==> config.mk <==
export PLATFORM = sky130hd
export DESIGN_NAME = led_scanner
export DESIGN_NICKNAME = d
export VERILOG_FILES = /design/src/rtl/led_scanner_pkg.sv /design/src/rtl/led_pwm_channel.sv /design/src/rtl/led_scanner.sv
export SDC_FILE = /design/constraint.sdc
export NUM_CORES = 1
export LEC_CHECK = 0
export ABC_AREA = 0
export CORE_MARGIN = 10
export CORE_UTILIZATION = 35
export CTS_CLUSTER_SIZE = 25
export DETAILED_ROUTE_END_ITERATION = 12
export GPL_TIMING_DRIVEN = 0
export HOLD_SLACK_MARGIN = 0.03
export SETUP_SLACK_MARGIN = 0.15
export SYNTH_ARGS = -nofsm -noshare
export SYNTH_HDL_FRONTEND = slang
export SYNTH_HIERARCHICAL = 1
export SYNTH_SLANG_ARGS = --single-unit
==> constraint.sdc <==
create_clock -name clki -period 4.8 [get_ports clki]
set_clock_uncertainty 0.15 [all_clocks]
set_input_delay 0.96 -clock clki [delete_from_list [all_inputs] [get_ports clki]]
set_output_delay 0.96 -clock clki [all_outputs]
set_load 0.02 [all_outputs]
==> src/rtl/led_scanner_pkg.sv <==
// Shared definitions for the LED scanner: run modes and bounce direction encodings.
package led_scanner_pkg;

  // Run-time scan modes, sampled only on a head step
  typedef enum logic [1:0] {
    MODE_BOUNCE = 2'b00,
    MODE_WRAP_L = 2'b01,
    MODE_WRAP_R = 2'b10,
    MODE_HOLD   = 2'b11
  } mode_e;

  // Bounce direction: up walks towards the last LED, down towards LED 0
  localparam logic DIR_UP   = 1'b0;
  localparam logic DIR_DOWN = 1'b1;

endpackage

==> src/rtl/led_pwm_channel.sv <==
// One LED channel: holds a brightness level that is reloaded to full or halved
// on every head step, and drives the pin from a registered PWM comparison.
module led_pwm_channel #(
  parameter int PWM_BITS = 4
) (
  input  logic                clki,
  input  logic                reset,
  input  logic                tick,
  input  logic                load,
  input  logic [PWM_BITS-1:0] pwm_cnt,
  output logic                led
);

  localparam logic [PWM_BITS-1:0] MAX = '1;

  logic [PWM_BITS-1:0] intensity;

  // Brightness changes only on a head step: the head channel jumps to full, the rest fade by half
  always_ff @(posedge clki or posedge reset) begin
    if (reset) begin
      intensity <= '0;
    end else if (tick) begin
      if (load) begin
        intensity <= MAX;
      end else begin
        intensity <= intensity >> 1;
      end
    end
  end

  // Full brightness is forced solid so the head never flickers at the top of the PWM ramp
  always_ff @(posedge clki or posedge reset) begin
    if (reset) begin
      led <= 1'b0;
    end else begin
      led <= (intensity == MAX) || (intensity > pwm_cnt);
    end
  end

endmodule

==> src/rtl/led_scanner.sv <==
// Larson scanner top: step prescaler, head position/direction tracking,
// shared PWM ramp and one fading channel per LED.
module led_scanner
  import led_scanner_pkg::*;
#(
  parameter int NUM_LEDS = 8,
  parameter int STEP_DIV = 2500000,
  parameter int PWM_BITS = 4,
  localparam int POS_W   = $clog2(NUM_LEDS)
) (
  input  logic                clki,
  input  logic                reset,
  input  logic                enable,
  input  logic [1:0]          mode,
  output logic [NUM_LEDS-1:0] leds,
  output logic [POS_W-1:0]    pos,
  output logic                dir
);

  localparam int CNT_W = $clog2(STEP_DIV);
  localparam logic [CNT_W-1:0] CNT_LAST = CNT_W'(STEP_DIV - 1);
  localparam logic [POS_W-1:0] POS_LAST = POS_W'(NUM_LEDS - 1);
  localparam logic [POS_W-1:0] POS_ONE  = POS_W'(1);

  logic [CNT_W-1:0]    cnt;
  logic                tick;
  logic                primed;
  logic [PWM_BITS-1:0] pwm_cnt;
  logic [POS_W-1:0]    next_pos;
  logic                next_dir;
  logic [NUM_LEDS-1:0] load;

  assign tick = enable && (cnt == CNT_LAST);

  // Step prescaler: advances only while enabled and holds its count while frozen
  always_ff @(posedge clki or posedge reset) begin
    if (reset) begin
      cnt <= '0;
    end else if (enable) begin
      if (tick) begin
        cnt <= '0;
      end else begin
        cnt <= cnt + CNT_W'(1);
      end
    end
  end

  // Free-running PWM ramp shared by every channel; keeps running while stepping is frozen
  always_ff @(posedge clki or posedge reset) begin
    if (reset) begin
      pwm_cnt <= '0;
    end else begin
      pwm_cnt <= pwm_cnt + PWM_BITS'(1);
    end
  end

  // Where the head lands on the next step; the very first step after reset only lights LED 0
  always_comb begin
    next_pos = pos;
    next_dir = dir;
    if (!primed) begin
      next_pos = '0;
    end else begin
      case (mode_e'(mode))
        MODE_BOUNCE: begin
          if (dir == DIR_UP) begin
            if (pos == POS_LAST) begin
              next_pos = pos - POS_ONE;
              next_dir = DIR_DOWN;
            end else begin
              next_pos = pos + POS_ONE;
            end
          end else begin
            if (pos == '0) begin
              next_pos = pos + POS_ONE;
              next_dir = DIR_UP;
            end else begin
              next_pos = pos - POS_ONE;
            end
          end
        end
        MODE_WRAP_L: begin
          next_pos = (pos == POS_LAST) ? '0 : pos + POS_ONE;
        end
        MODE_WRAP_R: begin
          next_pos = (pos == '0) ? POS_LAST : pos - POS_ONE;
        end
        default: begin
          next_pos = pos;
        end
      endcase
    end
  end

  // Head position, direction and the primed flag move together on each step
  always_ff @(posedge clki or posedge reset) begin
    if (reset) begin
      pos    <= '0;
      dir    <= DIR_UP;
      primed <= 1'b0;
    end else if (tick) begin
      pos    <= next_pos;
      dir    <= next_dir;
      primed <= 1'b1;
    end
  end

  // One channel per LED; the channel at the new head position is reloaded to full
  for (genvar i = 0; i < NUM_LEDS; i++) begin : g_chan
    assign load[i] = (next_pos == POS_W'(i));

    led_pwm_channel #(
      .PWM_BITS(PWM_BITS)
    ) u_chan (
      .clki   (clki),
      .reset  (reset),
      .tick   (tick),
      .load   (load[i]),
      .pwm_cnt(pwm_cnt),
      .led    (leds[i])
    );
  end

endmodule
* After elaboration in Yosys (flattened, before gate mapping)
Cells that the tools add are included. W data, S select, Z words.
Word-level totals: register bits after elaboration 71, bits of input ports 5, output and inout port bits 12, word-level logic and storage cells 84
Operators by class: add/sub/neg operators 4, order comparisons 8, equality and inequality tests 19, multiplexer cells 19, reduce and logical (&&, ||, !) cells 13
Operators with widths (number):
- $eq A4 B4 Y1 const B | 8
- $gt A4 B4 Y1 | 8
- $mux W4 | 8
- $add A22 B1 Y22 const B | 1
- $eq A22 B22 Y1 const B | 1
- $mux W22 | 1
- $mux W3 | 6
- $eq A3 B3 Y1 const B | 5
- $pmux W3 S3 | 1
- $logic_or A1 B1 Y1 | 8
- $eq A3 B2 Y1 const B | 2
- $logic_not A3 Y1 | 2
- $add A4 B1 Y4 const B | 1
- $add A3 B1 Y3 const B | 1
- $eq A3 B1 Y1 const B | 1
- $mux W1 | 3
- $reduce_and A3 Y1 | 1
- $sub A3 B1 Y3 const B | 1
- $eq A2 B1 Y1 const B | 1
- $eq A2 B2 Y1 const B | 1
- $logic_not A2 Y1 | 1
- $logic_and A1 B1 Y1 | 1

* Longest topological paths before layout
word-level depth 7, gate-level depth with buffers 8, mapped depth without buffers 8

* Hierarchy
The synthesis kept the hierarchy.
Modules (own cells, without submodules):
- led_pwm_channel | times used 8, cells an instance 30, area each 296.5 sq um, sequential area each 125.1 sq um
- led_scanner | times used 1, cells an instance 194, area each 1835.5 sq um, sequential area each 775.7 sq um

* Worst setup path before layout
OpenSTA, ideal clock, no wires.
kind input -> register, start input port enable, end register g_chan[0].u_chan.intensity[0], setup time 294 ps, arrival time 4927 ps, data required time 4356 ps, path slack -570 ps, stages 5, buffers on the path 1, cells stage by stage buf_4 and4_1 nand3_1 nor3_1 o21ai_0
Between the ends: longest elaborated chain between the ends 1
RTL lines:
- start: declaration | RTL line led_scanner.sv:13 | input logic enable,
- $logic_and A1 B1 Y1 | RTL line led_scanner.sv:33 | assign tick = enable && (cnt == CNT_LAST);
- named net tick | RTL line led_scanner.sv:26 | logic tick;
- end signal: assignment | RTL line led_pwm_channel.sv:26 | intensity <= intensity >> 1;
- end: declaration | RTL line led_pwm_channel.sv:16 | logic [PWM_BITS-1:0] intensity;
The timed path passes the listed nets, and every way through them passes these cells. A chain may end at the register's enable or synchronous reset.

* Worst setup path after layout
start input port mode[0], end register g_chan[1].u_chan.intensity[0]
Between the ends: longest elaborated chain between the ends 5, elaborated cells between the ends (all ways) 7, classes of those cells 3 x eq/ne; 3 x mux; 1 x reduce/logical
RTL lines:
- start: declaration | RTL line led_scanner.sv:14 | input logic [1:0] mode,
- $eq A2 B2 Y1, or another cell as far along | RTL line led_scanner.sv:64 | case (mode_e'(mode))
- $pmux W3 S3 (*) | RTL line led_scanner.sv:64
- $mux W3 (*) | RTL line led_scanner.sv:61 | if (!primed) begin
- $eq A3 B1 Y1 (*) | RTL line led_scanner.sv:110 | assign load[i] = (next_pos == POS_W'(i));
- named net load[1] | RTL line led_scanner.sv:31 | logic [NUM_LEDS-1:0] load;
- $mux W4 (*) | RTL line led_pwm_channel.sv:23 | if (load) begin
- end signal: assignment | RTL line led_pwm_channel.sv:26
- end: declaration | RTL line led_pwm_channel.sv:16
Mark *: on every way through the listed nets, which the timed path passes. The rest lies on a longest branch.

==> summary.md <==
| Metric | Value |
|---|---|
| Number of remaining DRC errors | `0` |
| Top area cells in the synthesized netlist | `dfrtp_1 (42%), ha_1 (11%), inv_1 (4.4%), nor2_1 (3.8%), a21oi_1 (3.3%)` |
| Critical Path Start Type | `input port` |
| Final std cell area, no fill | `0.00489 mm²` |
| Worst slack on hold paths | `0.376 ns` |
| CTS root buf | `clkbuf_16` |
| Number of CTS-inserted buffers | `9` |
| Final setup violation count | `0` |
| FMAX | `0.296 GHz` |
| Area share of fa/ha/maj cells after synthesis | `11.3%` |
| Cell variety after synth | `51` |
| Layout area overhead | `16.3%` |
| Max Transition Viols Final | `0` |
| Least-Margin Pin Slew | `1.19 ns` |
| Height of the chip | `130 µm` |
| Clock buffer depth | `2` |
| R2R Path Start | `cnt[1]$_DFFE_PP0P_` |
| Number of nets in the layout | `504` |
| Worst skew pair latency | `0.32 ns` |
| Floorplan die width | `130 µm` |
| Via count of the first global-routing pass | `3224` |
| Critical Setup Path Class | `in -> reg` |
| Total of warnings raised by yosys | `6` |
| Clk sinks | `71` |
| Compound-Gate Fraction of Synth Area | `12.8%` |
| Per-cell via count in the routed design | `5.36` |
| CP dominant cell by count | `o21ai_0` |
| CTS Hold Buffers Added | `0` |
| Post-layout min period | `3.38 ns` |
| Pin count of the biggest net entering global routing | `32` |
| Count of input and output buffers | `14` |
| Max-Cap Viols | `0` |
| Net count after synthesis | `477` |
| Crit path buffers/inverters | `2` |
| Share of Yosys cell area claimed by the top area cell type | `42.2%` |
| DR iter-0 viols | `187` |
| Peak fanout along the critical path | `10` |
| Post-Layout Cell Count | `608` |
| Resized Gates After CTS | `0` |
| Fraction of final layout cells sized beyond drive strength 1 | `8.82%` |
| Top_reg_cell synth | `dfrtp_1` |
| Result of the run | `finished, final reports clean` |
| Count of flip-flops with a built-in enable after synthesis | `0` |
| Initial core utilization | `36.2%` |
| Number of cell rows | `39` |
| Total negative slack for setup checks | `0 ns` |
| Area leader, netlist | `dfrtp_1` |
| Endpoint type of the worst setup path | `flip-flop` |
| CTS tree | `done` |
| I/O pin cnt | `17` |
| Data arrival time at the worst-slack endpoint | `3.47 ns` |
| Number of antenna violations at the first check in global routing | `0` |
| Number of levels in the clock H-tree | `3` |
| Total overflow reported by the global router | `0` |
| Core Box Area | `0.0116 mm²` |
| Headroom to the max-slew limit | `20.5%` |
| Class of the tightest hold or removal check | `reg -> reg` |
| Post-route ant nets | `0` |
| Placement Cell Area | `0.00458 mm²` |
| Critical path data required time | `4.89 ns` |
| Max rail drop VDD | `0.192 mV` |
| Final Hold Viols | `0` |
| Wirelength per Cell | `14.7 µm` |
| Cell type of the slowest stage on the worst timing path | `nor4_1` |
| Mux cell area share after synthesis | `4.10%` |
| Detailed-router iteration count before antenna repair | `4` |
| Dpl cells | `593` |
| Clock-pin slew of the registers on the worst-case setup and hold paths | `0.06 ns` |
| Gate count after technology mapping | `434` |
| Combined area of all synthesized cells | `0.00421 mm²` |
| Combinational family with the most area after synthesis | `simple AND/OR/NAND/NOR gates` |
| Area enclosed by the die boundary | `0.0168 mm²` |
| Hold wc startpoint | `g_chan[2].u_chan/intensity[0]$_DFFE_PP0P_` |
| Cell type group with the largest total delay on the critical path | `buffers and inverters` |
| Antenna diode count | `0` |
| Parity-gate share of the synthesized area counting xor and xnor cells | `3.75%` |
| Post-synthesis simple-gate area fraction | `20.6%` |
| RSZ-0062 raised after global routing | `false` |
| Total routed wirelength | `8960 µm` |
| Share of synthesized flip-flops with an asynchronous set or reset | `100%` |
| Worst Setup SP | `mode[0]` |
| Cell-by-cell trace of the critical path | `clkdlybuf4s50_1, clkbuf_1, nor3b_1, a221oi_1, o32ai_1, nor4_1, o21ai_0, o21ai_0` |
| FF+latch count, synth | `71` |
| Worst path max stage delay | `0.68 ns` |
| Dpl hpwl | `6600 µm` |
| Power density of the placed cells | `294 mW/mm²` |
| Post-Synthesis Mean Instance Area | `9.70 µm²` |
| Total setup buffers inserted after CTS | `0` |
| Leakage | `2.23 nW` |
| Final weighted congestion of routability-driven global placement | `0.861` |
| Global-route wire length before repair | `15500 µm` |
| GR Util All Layers | `11.2%` |
| Vias | `3257` |
| Share of the clock period used by the worst path after layout | `70.5%` |
| Proportion of synthesized chip area in sequential cells | `42.2%` |
cell usage after synthesis, types with 2 or more instances:
cell type	number
ha_1	38
o32ai_1	2
o21ai_0	23
clkbuf_1	4
a21oi_1	28
nand3_1	21
xnor2_1	13
nor4bb_1	2
nand2_1	18
o2111ai_1	8
and2_1	3
nor2b_4	8
buf_2	3
and4_1	2
or3_1	3
a41o_1	8
nor3_1	13
nor4b_1	4
xor2_1	5
mux2i_1	3
nor2_1	43
nor3b_1	2
and3_1	5
nand4_1	20
inv_1	49
dfrtp_1	71
mux2_4	8
nor4_1	4
per-stage QoR:
step,util [%],total power [mW],setup WS [ns]
2_1_floorplan,-,0.727,0.899
5_1_grt,42.1,1.51,1.21
6_report,42.1,1.44,1.42
3_5_place_dp,39.4,0.754,1.09
3_3_place_gp,39.0,0.752,0.0826
4_1_cts,42.1,1.46,1.38
report_power, final:
group	internal, mW	switching [mW]
Sequential	0.620	0.0236
Combinational	0.0346	0.0659
Clock	0.464	0.232
placed cells by master (no fill, tap or decap), types with 5 or more instances in the layout:
cell,n
dfrtp_1,71
inv_1,49
nor2_1,43
ha_1,38
a21oi_1,28
o21ai_0,23
nand3_1,21
nand4_1,20
nand2_1,18
clkdlybuf4s50_1,14
xnor2_1,13
nor3_1,12
clkbuf_16,9
mux2_4,8
nor2b_4,8
o2111ai_1,8
a41o_1,8
clkbuf_1,5
and3_1,5
xor2_1,5
worst reg2reg max path: stages, from the launching register on:
cell      delay, ns
dfrtp_1        0.43
ha_1           0.17
clkbuf_1       0.30
and4_1         0.26
nand3_1        0.29
nor3_4         0.64
buf_8          0.25
buf_16         0.18
mux2_4         0.31
kinds of logic (layout without fill, tap and decap cells):
kind of cell               after synthesis  in the layout
buffers and inverters                   57             88
and+or+nand+nor                        155            155
xor gates and xnor gates                18             18
DFF                                     71             71
adders and majority gates               38             38
muxes                                   13             13
AOI/OAI and AO/OA                       82             82
per-layer routing:
metal	routed length (µm)	global-route usage, %
met4	78	2.71
met1	4110	13.8
met3	376	3.02
met5	0	0
met2	4400	19.2
path summary, 6_finish.rpt:
check	to	slack, ns	depth (start not counted)
worst max-delay path	g_chan[1].u_chan/intensity[0]$_DFFE_PP0P_	1.42	8
worst min-delay path	g_chan[2].u_chan/led$_DFF_PP0_	0.38	2
worst max register to register	g_chan[6].u_chan/intensity[3]$_DFFE_PP0P_	1.71	8
worst min register to register	g_chan[2].u_chan/led$_DFF_PP0_	0.38	2
max in group asynchronous	cnt[8]$_DFFE_PP0P_	2.30	2
min in group asynchronous	g_chan[5].u_chan/intensity[0]$_DFFE_PP0P_	1.05	2
layout make-up:
type	count	area (µm²)
Buffer	8	37.5
Clock buffer	11	243
Clock inverter	4	70.1
Fill cell	1127	6720
Inverter	49	184
Multi-Input combinational cell	306	2220
Sequential cell	71	1780
Tap cell	143	179
Timing Repair Buffer	16	183
state kept, by name, indices dropped and copies added, names as in the netlist:
name,flops
dir,1
g_chan.u_chan/intensity,32
cnt,22
pwm_cnt,4
g_chan.u_chan/led,8
pos,3
primed,1
(Power assumes the default switching activity.)
